### src/rtl/axi4_lite_arb_pkg.sv
// Shared types and constants for the AXI4-Lite master arbiter and its helpers.
// Response decoding lives here so every arbiter flavour flags errors the same way.
package axi4_lite_arb_pkg;

  typedef enum logic [2:0] {
    IDLE,
    WR_ADDR,
    WR_RESP,
    RD_ADDR,
    RD_RESP
  } arb_state_t;

  localparam logic [1:0] AXI_RESP_OKAY   = 2'b00;
  localparam logic [1:0] AXI_RESP_SLVERR = 2'b10;
  localparam logic [1:0] AXI_RESP_DECERR = 2'b11;

  localparam int DATA_W = 32;
  localparam int STRB_W = 4;

  localparam logic [2:0] AXI_PROT_DEFAULT = 3'b000;

  // Equivalent to resp[1]: both SLVERR and DECERR set the upper bit.
  function automatic logic resp_is_err(input logic [1:0] resp);
    return (resp == AXI_RESP_SLVERR) || (resp == AXI_RESP_DECERR);
  endfunction

endpackage

### src/rtl/rr_grant.sv
// Combinational round-robin picker: first eligible index strictly after last_grant, wrapping.
// Zero latency; no state, so the caller owns last_grant and decides when a grant is taken.
module rr_grant #(
  parameter int NREQ = 2
) (
  input  logic [NREQ-1:0]         i_eligible,
  input  logic [$clog2(NREQ)-1:0] i_last_grant,
  output logic [$clog2(NREQ)-1:0] o_grant_idx,
  output logic                    o_grant_valid
);

  localparam int IDXW = $clog2(NREQ);

  logic [IDXW-1:0] w_idx;

  always_comb begin
    o_grant_idx   = '0;
    o_grant_valid = 1'b0;
    w_idx         = '0;
    for (int i = 1; i <= NREQ; i++) begin
      w_idx = IDXW'((int'(i_last_grant) + i) % NREQ);
      if (!o_grant_valid && i_eligible[w_idx]) begin
        o_grant_valid = 1'b1;
        o_grant_idx   = w_idx;
      end
    end
  end

endmodule

### src/rtl/axi4_lite_master_arbiter.sv
// Serialises NREQ single-beat requesters onto one AXI4-Lite master, round-robin, one outstanding op.
// Latency 3 cycles request-to-ack minimum; requesters hold req until ack, AXI ready stalls the FSM.
module axi4_lite_master_arbiter
  import axi4_lite_arb_pkg::*;
#(
  parameter int NREQ       = 2,
  parameter int ADDR_WIDTH = 8
) (
  input  logic                     clk_i,
  input  logic                     rst_n_i,

  input  logic [NREQ-1:0]          req_i,
  input  logic [NREQ-1:0]          we_i,
  input  logic [NREQ*ADDR_WIDTH-1:0] adr_i,
  input  logic [NREQ*DATA_W-1:0]   dat_i,
  input  logic [NREQ*STRB_W-1:0]   sel_i,
  output logic [NREQ-1:0]          ack_o,
  output logic                     err_o,
  output logic [DATA_W-1:0]        dat_o,
  output logic                     busy_o,

  output logic                     m_awvalid_o,
  input  logic                     m_awready_i,
  output logic [ADDR_WIDTH-1:0]    m_awaddr_o,
  output logic [2:0]               m_awprot_o,
  output logic                     m_wvalid_o,
  input  logic                     m_wready_i,
  output logic [DATA_W-1:0]        m_wdata_o,
  output logic [STRB_W-1:0]        m_wstrb_o,
  input  logic                     m_bvalid_i,
  output logic                     m_bready_o,
  input  logic [1:0]               m_bresp_i,
  output logic                     m_arvalid_o,
  input  logic                     m_arready_i,
  output logic [ADDR_WIDTH-1:0]    m_araddr_o,
  output logic [2:0]               m_arprot_o,
  input  logic                     m_rvalid_i,
  output logic                     m_rready_o,
  input  logic [DATA_W-1:0]        m_rdata_i,
  input  logic [1:0]               m_rresp_i
);

  localparam int IDXW = $clog2(NREQ);

  arb_state_t r_state;
  arb_state_t w_state_nxt;

  // The granted index doubles as last_grant: it is only rewritten on the next grant.
  logic [IDXW-1:0]       r_last_grant;
  logic [IDXW-1:0]       w_grant_idx;
  logic                  w_grant_valid;
  logic [NREQ-1:0]       w_eligible;

  logic                  w_win_we;
  logic [ADDR_WIDTH-1:0] w_win_adr;
  logic [DATA_W-1:0]     w_win_dat;
  logic [STRB_W-1:0]     w_win_sel;

  logic                  r_aw_done;
  logic                  r_w_done;
  logic                  w_aw_done_nxt;
  logic                  w_w_done_nxt;
  logic                  w_load;
  logic                  w_ack_set;
  logic                  w_err_nxt;
  logic                  w_rd_cap;

  logic                  r_awvalid;
  logic                  r_wvalid;
  logic                  r_arvalid;
  logic                  r_busy;
  logic [NREQ-1:0]       r_ack;
  logic                  r_err;
  logic [DATA_W-1:0]     r_rdata;
  logic [ADDR_WIDTH-1:0] r_awaddr;
  logic [ADDR_WIDTH-1:0] r_araddr;
  logic [DATA_W-1:0]     r_wdata;
  logic [STRB_W-1:0]     r_wstrb;

  // A requester being acked this cycle still shows req high; keep it out of the race.
  assign w_eligible = req_i & ~r_ack;

  rr_grant #(
    .NREQ (NREQ)
  ) u_rr_grant (
    .i_eligible    (w_eligible),
    .i_last_grant  (r_last_grant),
    .o_grant_idx   (w_grant_idx),
    .o_grant_valid (w_grant_valid)
  );

  assign w_win_we  = we_i[w_grant_idx];
  assign w_win_adr = adr_i[int'(w_grant_idx)*ADDR_WIDTH +: ADDR_WIDTH];
  assign w_win_dat = dat_i[int'(w_grant_idx)*DATA_W +: DATA_W];
  assign w_win_sel = sel_i[int'(w_grant_idx)*STRB_W +: STRB_W];

  always_ff @(posedge clk_i or negedge rst_n_i) begin
    if (!rst_n_i) begin
      r_state <= IDLE;
    end else begin
      r_state <= w_state_nxt;
    end
  end

  always_comb begin
    w_state_nxt   = r_state;
    w_aw_done_nxt = 1'b0;
    w_w_done_nxt  = 1'b0;
    w_load        = 1'b0;
    w_ack_set     = 1'b0;
    w_err_nxt     = r_err;
    w_rd_cap      = 1'b0;
    case (r_state)
      IDLE: begin
        if (w_grant_valid) begin
          w_load      = 1'b1;
          w_state_nxt = w_win_we ? WR_ADDR : RD_ADDR;
        end
      end
      WR_ADDR: begin
        w_aw_done_nxt = r_aw_done | (r_awvalid & m_awready_i);
        w_w_done_nxt  = r_w_done  | (r_wvalid  & m_wready_i);
        if (w_aw_done_nxt && w_w_done_nxt) begin
          w_state_nxt = WR_RESP;
        end
      end
      WR_RESP: begin
        if (m_bvalid_i) begin
          w_ack_set   = 1'b1;
          w_err_nxt   = resp_is_err(m_bresp_i);
          w_state_nxt = IDLE;
        end
      end
      RD_ADDR: begin
        if (r_arvalid && m_arready_i) begin
          w_state_nxt = RD_RESP;
        end
      end
      RD_RESP: begin
        if (m_rvalid_i) begin
          w_ack_set   = 1'b1;
          w_err_nxt   = resp_is_err(m_rresp_i);
          w_rd_cap    = 1'b1;
          w_state_nxt = IDLE;
        end
      end
      default: w_state_nxt = IDLE;
    endcase
  end

  always_ff @(posedge clk_i or negedge rst_n_i) begin
    if (!rst_n_i) begin
      r_last_grant <= IDXW'(NREQ - 1);
      r_aw_done    <= 1'b0;
      r_w_done     <= 1'b0;
      r_awvalid    <= 1'b0;
      r_wvalid     <= 1'b0;
      r_arvalid    <= 1'b0;
      r_busy       <= 1'b0;
      r_ack        <= '0;
      r_err        <= 1'b0;
      r_rdata      <= '0;
      r_awaddr     <= '0;
      r_araddr     <= '0;
      r_wdata      <= '0;
      r_wstrb      <= '0;
    end else begin
      r_aw_done <= w_aw_done_nxt;
      r_w_done  <= w_w_done_nxt;
      r_awvalid <= (w_state_nxt == WR_ADDR) && !w_aw_done_nxt;
      r_wvalid  <= (w_state_nxt == WR_ADDR) && !w_w_done_nxt;
      r_arvalid <= (w_state_nxt == RD_ADDR);
      r_busy    <= (w_state_nxt != IDLE);
      r_err     <= w_err_nxt;

      r_ack <= '0;
      if (w_ack_set) begin
        r_ack[r_last_grant] <= 1'b1;
      end

      if (w_rd_cap) begin
        r_rdata <= m_rdata_i;
      end

      // Capture only the channel being used so the idle channel keeps its last address.
      if (w_load) begin
        r_last_grant <= w_grant_idx;
        if (w_win_we) begin
          r_awaddr <= w_win_adr;
          r_wdata  <= w_win_dat;
          r_wstrb  <= w_win_sel;
        end else begin
          r_araddr <= w_win_adr;
        end
      end
    end
  end

  assign ack_o       = r_ack;
  assign err_o       = r_err;
  assign dat_o       = r_rdata;
  assign busy_o      = r_busy;
  assign m_awvalid_o = r_awvalid;
  assign m_awaddr_o  = r_awaddr;
  assign m_wvalid_o  = r_wvalid;
  assign m_wdata_o   = r_wdata;
  assign m_wstrb_o   = r_wstrb;
  assign m_arvalid_o = r_arvalid;
  assign m_araddr_o  = r_araddr;
  assign m_bready_o  = 1'b1;
  assign m_rready_o  = 1'b1;
  assign m_awprot_o  = AXI_PROT_DEFAULT;
  assign m_arprot_o  = AXI_PROT_DEFAULT;

endmodule
### config.mk
export PLATFORM = sky130hd
export DESIGN_NAME = axi4_lite_master_arbiter
export DESIGN_NICKNAME = d
export VERILOG_FILES = /design/src/rtl/axi4_lite_arb_pkg.sv /design/src/rtl/rr_grant.sv /design/src/rtl/axi4_lite_master_arbiter.sv
export SDC_FILE = /design/constraint.sdc
export NUM_CORES = 1
export LEC_CHECK = 0
export ABC_AREA = 1
export ABC_CLOCK_PERIOD_IN_PS = 3100
export CORE_MARGIN = 2
export CORE_UTILIZATION = 37
export DETAILED_ROUTE_END_ITERATION = 10
export GPL_TIMING_DRIVEN = 0
export PLACE_DENSITY_LB_ADDON = 0.05
export REMOVE_ABC_BUFFERS = 1
export SLEW_MARGIN = 20
export SYNTH_ARGS = -nofsm -noshare
export SYNTH_HDL_FRONTEND = slang
export SYNTH_SLANG_ARGS = --single-unit
### constraint.sdc
create_clock -name clk_i -period 3.1 [get_ports clk_i]
set_clock_uncertainty 0.2 [all_clocks]
set_input_delay 0.465 -clock clk_i [delete_from_list [all_inputs] [get_ports clk_i]]
set_output_delay 0.465 -clock clk_i [all_outputs]
set_load 0.03 [all_outputs]
==> results of run 1 <==
[per-stage QoR]
stage / power, mW / TNS [ns] / area (um2) / instances
finish: 6.64 / 0 / 7080 / 884
global route: 7.06 / 0 / 7080 / 884
CTS: 6.71 / 0 / 7080 / 884
detailed placement: 5.42 / -0.0242 / 6730 / 868
global placement: 5.36 / -257.58 / 6670 / 866
floorplan: 3.92 / 0 / 4250 / 496
[registers in the layout (all words and copies together) (netlist names)]
register      flops
r_state           3
m_wdata_o        32
err_o             1
r_w_done          1
m_araddr_o        8
dat_o            32
ack_o             2
m_wstrb_o         4
busy_o            1
m_awaddr_o        8
m_arvalid_o       1
m_awvalid_o       1
r_last_grant      1
m_wvalid_o        1
r_aw_done         1
[cells in the mapped netlist]
master and instances:
nand2_1 308, dfrtp_1 96, mux2_2 31, buf_2 17, inv_1 14, nor2_1 10
buf_4 9, nand3_1 9, buf_6 5, o21ai_0 3, conb_1 2, inv_2 2
nand3_2 2, a21boi_0 1, a21oi_4 1, a31oi_1 1, dfstp_2 1, inv_4 1
mux2_1 1, nand2_2 1, nand2_4 1, nand3b_1 1, nand4_1 1, nor2_8 1
nor3_1 1, nor4_1 1
[logic make-up after synthesis]
| family | synth area share [%] |
|---|---|
| other | 0.169 |
| and+or+nand+nor | 29.8 |
| AOI/OAI and AO/OA | 1.02 |
| DFF | 54.7 |
| muxes | 8.12 |
| buffers and inverters | 6.20 |
[critical path: stages]
cell and delay, ns:
clkdlybuf4s50_1 0.48, inv_1 0.05, nor2_1 0.16, nand2_2 0.31
nand2_1 0.22, nand2_1 0.11, nand2_4 0.38, inv_4 0.31
nand2_1 0.15, nand2_1 0.05
[cell type report]
class	instances	area (um2)	share of cell area, %
sequential	97	2430	34.3
clock inverter	5	104	1.47
clock buffer	10	239	3.38
inverter	17	66.3	0.937
multi-input combinational	382	1760	24.8
tap	147	184	2.60
timing repair buffer	226	2300	32.5
[final timing paths]
check / startpoint / to / slack, ns / cells after the start
max reg2reg: r_last_grant$_DFFE_PN1P_ / m_wdata_o[19]$_DFFE_PN0P_ / 0.50 / 8
min: m_wdata_o[22]$_DFFE_PN0P_ / m_wdata_o[22]$_DFFE_PN0P_ / 0.28 / 2
min in group asynchronous: rst_n_i / m_wvalid_o$_DFF_PN0_ / 0.40 / 2
max: req_i[1] / m_wdata_o[19]$_DFFE_PN0P_ / 0.42 / 10
min reg2reg: m_wdata_o[22]$_DFFE_PN0P_ / m_wdata_o[22]$_DFFE_PN0P_ / 0.28 / 2
max in group asynchronous: rst_n_i / m_wdata_o[19]$_DFFE_PN0P_ / 1.70 / 3
[metal layers]
layer	vias to the layer above	global-route usage (%)	wire (um)
met3	10	7.33	1170
li1	2002	-	-
met4	0	6.10	146
met2	154	31.2	5530
met5	-	0	0
met1	1796	22.0	4790
[power by group]
group	switching (mW)	internal [mW]	leakage [nW]
Combinational	1.92	1.37	2.12
Clock	0.455	0.806	0.169
Sequential	0.285	1.79	1.26
==> impl_metrics.env, run 1 <==
export IMPL_dr_pass1_iters=4
export IMPL_grt_pass1_wl_um=18800
export IMPL_worst_slack_ns=0.422
export IMPL_arrival_ns=2.70
export IMPL_cp_max_fo=45
export IMPL_die_x_um=114
export IMPL_most_common_layout_cells="307 x nand2_1, 222 x clkdlybuf4s50_1, 96 x dfrtp_1"
export IMPL_die_h_um=114
export IMPL_vias=3962
export IMPL_drt_total_wl_um=11600
export IMPL_cp_end_kind="flop"
export IMPL_slew_headroom_pct=44.9
export IMPL_synthDistinctLibCells=26
export IMPL_via_per_inst=4.48
export IMPL_worstMarginPinSlew_ns=0.826
export IMPL_ir_worst_vdd_v=0.000412
export IMPL_final_util_pct=59.7
export IMPL_grtUsageTotal_pct=18.6
export IMPL_clock_sinks=97
export IMPL_syn_inst=521
export IMPL_hold_viol=0
export IMPL_start_kind="primary input"
export IMPL_maxCapViolations=0
export IMPL_route_detailed_drc=0
export IMPL_nets=868
export IMPL_ys_ff_latch=97
export IMPL_hold_buffers=1
export IMPL_rows=40
export IMPL_antenna_found_initial=0
export IMPL_required_ns=3.12
export IMPL_yosysTopAreaCell="dfrtp_1"
export IMPL_ctsLongestPathBuffers=2
export IMPL_fmax_ghz=0.373
export IMPL_portBuffers=223
export IMPL_post_cts_setup_buffers=0
export IMPL_final_common_cell="nand2_1"
export IMPL_clk_latency_ns=0.33
export IMPL_syn_area_mm2=0.00444
export IMPL_yosysWarnings=0
export IMPL_start_util_pct=37.4
export IMPL_htree_levels=3
export IMPL_die_area_mm2=0.0129
export IMPL_drt_iter0_markers=135
export IMPL_yosysSeqAreaShare_pct=54.7
export IMPL_timing_final_crit_period_ns=2.68
export IMPL_rsz0062_at_grt="no"
export IMPL_grt_pass1_vias=3806
export IMPL_clk_pin_slew_ns=0.06
export IMPL_io_pins=234
export IMPL_syn_to_final_growth_pct=59.5
export IMPL_status="finished clean"
export IMPL_ctsRootBufferMaster="clkbuf_16"
export IMPL_cts_buffers_inserted=9
export IMPL_critPathKind="in2reg"
export IMPL_dp_slack_ns=-0.00760
export IMPL_coreArea_mm2=0.0119
export IMPL_wl_per_cell_um=13.2
export IMPL_cts_tree="done"
export IMPL_ant_nets=0
export IMPL_drv_slew=0
export IMPL_drive_gt1_share_pct=8.14
export IMPL_synth_area_leaders="dfrtp_1 54%, nand2_1 26%, mux2_2 7.9%"
export IMPL_hold_path_class="reg2reg"
export IMPL_synth_top_cell_area_share_pct=54.1
export IMPL_fillers=1084
export IMPL_hold_slack_ns=0.277
export IMPL_diodes=0
export IMPL_avgSynthCellArea_um2=8.52
export IMPL_cts_resized=0
export IMPL_dpl_hpwl_um=8710
export IMPL_period_share_pct=86.4
export IMPL_p_per_area_mw_per_mm2=937
export IMPL_place_gp_congestion=0.803
export IMPL_grt_overflow_total=0
export IMPL_p_leak_nw=3.55
export IMPL_grt_start_max_net_pins=61
export IMPL_setup_viol=0
Note: power is estimated with default switching activity, not from simulation.
==> run 2, diff against run 1 <==
- CORE_ASPECT_RATIO: unset -> 0.9
- HOLD_SLACK_MARGIN: unset -> 0.15
- SKIP_LAST_GASP: unset -> 1
==> run 2 against run 1 <==
  * Via count up 1.1%
  * Total power up 0.63%
  * Final cell count up 1.0%
  * Highest routed layer unchanged
==> impl_metrics.env, run 2 (synthesis results as in run 1) <==
export IMPL_p_per_area_mw_per_mm2=942
export IMPL_route_detailed_drc=0
export IMPL_die_x_um=119
export IMPL_multi_input_area_mm2=0.00176
export IMPL_r2r_cells=8
export IMPL_reg2reg_slack_ns=0.40
export IMPL_p_int_mw=3.99
export IMPL_cts_buffers_inserted=9
export IMPL_ir_worst_vdd_v=0.000330
export IMPL_wl_met2_um=5690
export IMPL_m1WireLength_um=4900
export IMPL_cts_tree="done"
export IMPL_max_stage_delay_ns=0.48
export IMPL_critPathKind="in2reg"
export IMPL_place_area_mm2=0.00671
export IMPL_r2r_end="m_wdata_o[19]$_DFFE_PN0P_"
export IMPL_fin_area_mm2=0.00709
export IMPL_clock_sinks=97
export IMPL_hold_slack_ns=0.277
export IMPL_portBuffers=223
export IMPL_finalNonFillerCells=893
export IMPL_cp_num_buf_inv=3
export IMPL_drt_iter0_markers=190
export IMPL_io_pins=234
export IMPL_wl_per_cell_um=13.3
export IMPL_die_area_mm2=0.0129
export IMPL_rows=37
export IMPL_period_share_pct=90.3
export IMPL_status="finished clean"
export IMPL_cp_end_kind="flop"
export IMPL_ant_nets=0
export IMPL_ctsRootBufferMaster="clkbuf_16"
export IMPL_drt_total_wl_um=11900
export IMPL_required_ns=3.11
export IMPL_die_h_um=108
export IMPL_hp_start="m_wdata_o[28]$_DFFE_PN0P_"
export IMPL_post_cts_setup_buffers=0
export IMPL_hold_path_class="reg2reg"
export IMPL_place_gp_congestion=0.849
export IMPL_coreArea_mm2=0.0116
export IMPL_wl_met3_um=1010
export IMPL_cp_max_fo=47
export IMPL_antenna_found_initial=0
export IMPL_clk_pin_slew_ns=0.06
export IMPL_drv_slew=0
export IMPL_p_sw_mw=2.69
export IMPL_slowest_stage="clkdlybuf4s50_1"
export IMPL_syn_to_final_growth_pct=59.7
export IMPL_diodes=0
export IMPL_grt_pass1_vias=3887
export IMPL_worst_hold_path_endpoint="m_wdata_o[28]$_DFFE_PN0P_"
export IMPL_nets=867
export IMPL_crit_chain="clkdlybuf4s50_1, inv_1, nor2_1, nand2_4, nand2_1, nand2_1, nand2_4, inv_4, nand2_1, nand2_1"
export IMPL_fin_tns_setup_ns=0
export IMPL_p_leak_nw=3.55
export IMPL_fmax_ghz=0.357
export IMPL_start_util_pct=38.3
export IMPL_dr_pass1_iters=6
export IMPL_highest_layer="met4"
export IMPL_pwr_share_clk_pct=19.6
export IMPL_grt_pass1_wl_um=18700
export IMPL_regArea_mm2=0.00243
export IMPL_drive_gt1_share_pct=8.14
export IMPL_setup_viol=0
export IMPL_critical_path_most_common_cell="nand2_1"
export IMPL_grtUsageTotal_pct=18.2
export IMPL_hold_viol=0
export IMPL_crit_family="simple AND/OR/NAND/NOR gates"
export IMPL_worstMarginPinSlew_ns=0.816
export IMPL_pwr_share_seq_pct=31.2
export IMPL_final_common_cell="nand2_1"
export IMPL_grt_overflow_total=0
export IMPL_vias=4005
export IMPL_grt_start_max_net_pins=69
export IMPL_arrival_ns=2.81
export IMPL_ctsLongestPathBuffers=2
export IMPL_whs_path_depth=2
export IMPL_maxCapViolations=0
export IMPL_comb_power_share_pct=49.2
export IMPL_place_inst=876
export IMPL_dpl_hpwl_um=8750
export IMPL_timing_final_crit_period_ns=2.80
export IMPL_timing_rr_start="r_last_grant$_DFFE_PN1P_"
export IMPL_rsz0062_at_grt="no"
export IMPL_start_kind="primary input"
export IMPL_slew_headroom_pct=45.5
export IMPL_htree_levels=3
export IMPL_fillers=1043
export IMPL_switching_share_pct=40.2
export IMPL_most_common_layout_cells="307 x nand2_1, 222 x clkdlybuf4s50_1, 96 x dfrtp_1"
export IMPL_via_per_inst=4.48
export IMPL_clk_latency_ns=0.33
-- run 2: cell count changes in the layout (fill, tap and decap cells not counted) --
cell,previous run,this run
clkbuf_8,1,2
nand2_4,1,2
clkinv_2,1,0
clkinv_4,1,0
inv_6,0,2
buf_16,2,1
nand2_2,2,1
-- run 2: area by class of cell --
cell class	count	area share [%]
tap	156	2.75
clock buffer	11	3.57
multi-input combinational	382	24.9
inverter	17	0.936
clock inverter	5	1.52
timing repair buffer	225	32.1
sequential	97	34.3
-- run 2: repair_timing --
| action | 4_1_cts | 5_1_grt |
|---|---|---|
| hold buffers | 1 | 0 |
| setup endpoints to repair | 0 | 44 |
| resized for setup | 0 | 1 |
| hold endpoints to repair | 29 | 0 |
-- run 2: worst max-delay path by stage --
stage,startpoint,to,slack [ns],cells past startpoint
final,req_i[1],m_wdata_o[19]$_DFFE_PN0P_,0.30,10
after CTS,req_i[1],m_wdata_o[19]$_DFFE_PN0P_,0.008,10
after global placement,rst_n_i,dat_o[15]$_DFFE_PN0P_,-2.28,1
after floorplan,ack_o[0]$_DFF_PN0_,m_awaddr_o[0]$_DFFE_PN0P_,0.45,9
after global routing,req_i[1],m_wdata_o[19]$_DFFE_PN0P_,0.0006,10
after detailed placement,req_i[0],m_wdata_o[19]$_DFFE_PN0P_,-0.33,9
-- run 2: layer usage --
metal | track usage [%] | vias up
li1 | - | 2002
met1 | 22.0 | 1818
met2 | 30.9 | 169
met3 | 5.67 | 16
met4 | 6.81 | 0
met5 | 0 | -
-- run 2: worst min-delay path: cells and delay by family (launching register included) --
kind	cells	cell delay [ns]
flip-flops	1	0.34
AND/OR/NAND/NOR	2	0.10
-- run 2: per-stage QoR --
stage	setup slack, ns	total power, mW	utilization, %
finish	0.302	6.68	61.2
global route	0.000609	7.09	61.2
CTS	0.00794	6.75	61.2
detailed placement	-0.334	5.42	58.0
global placement	-2.28	5.36	57.7
floorplan	0.446	3.92	-
-- run 2: power groups by stage --
stage / sequential, mW / clock, mW / combinational (mW)
after floorplan: 3.07 / 0 / 0.853
after detailed placement: 2.10 / 0 / 3.32
after CTS: 2.09 / 1.34 / 3.33
after global routing: 2.15 / 1.40 / 3.54
final: 2.08 / 1.31 / 3.28
after global placement: 2.08 / 0 / 3.28
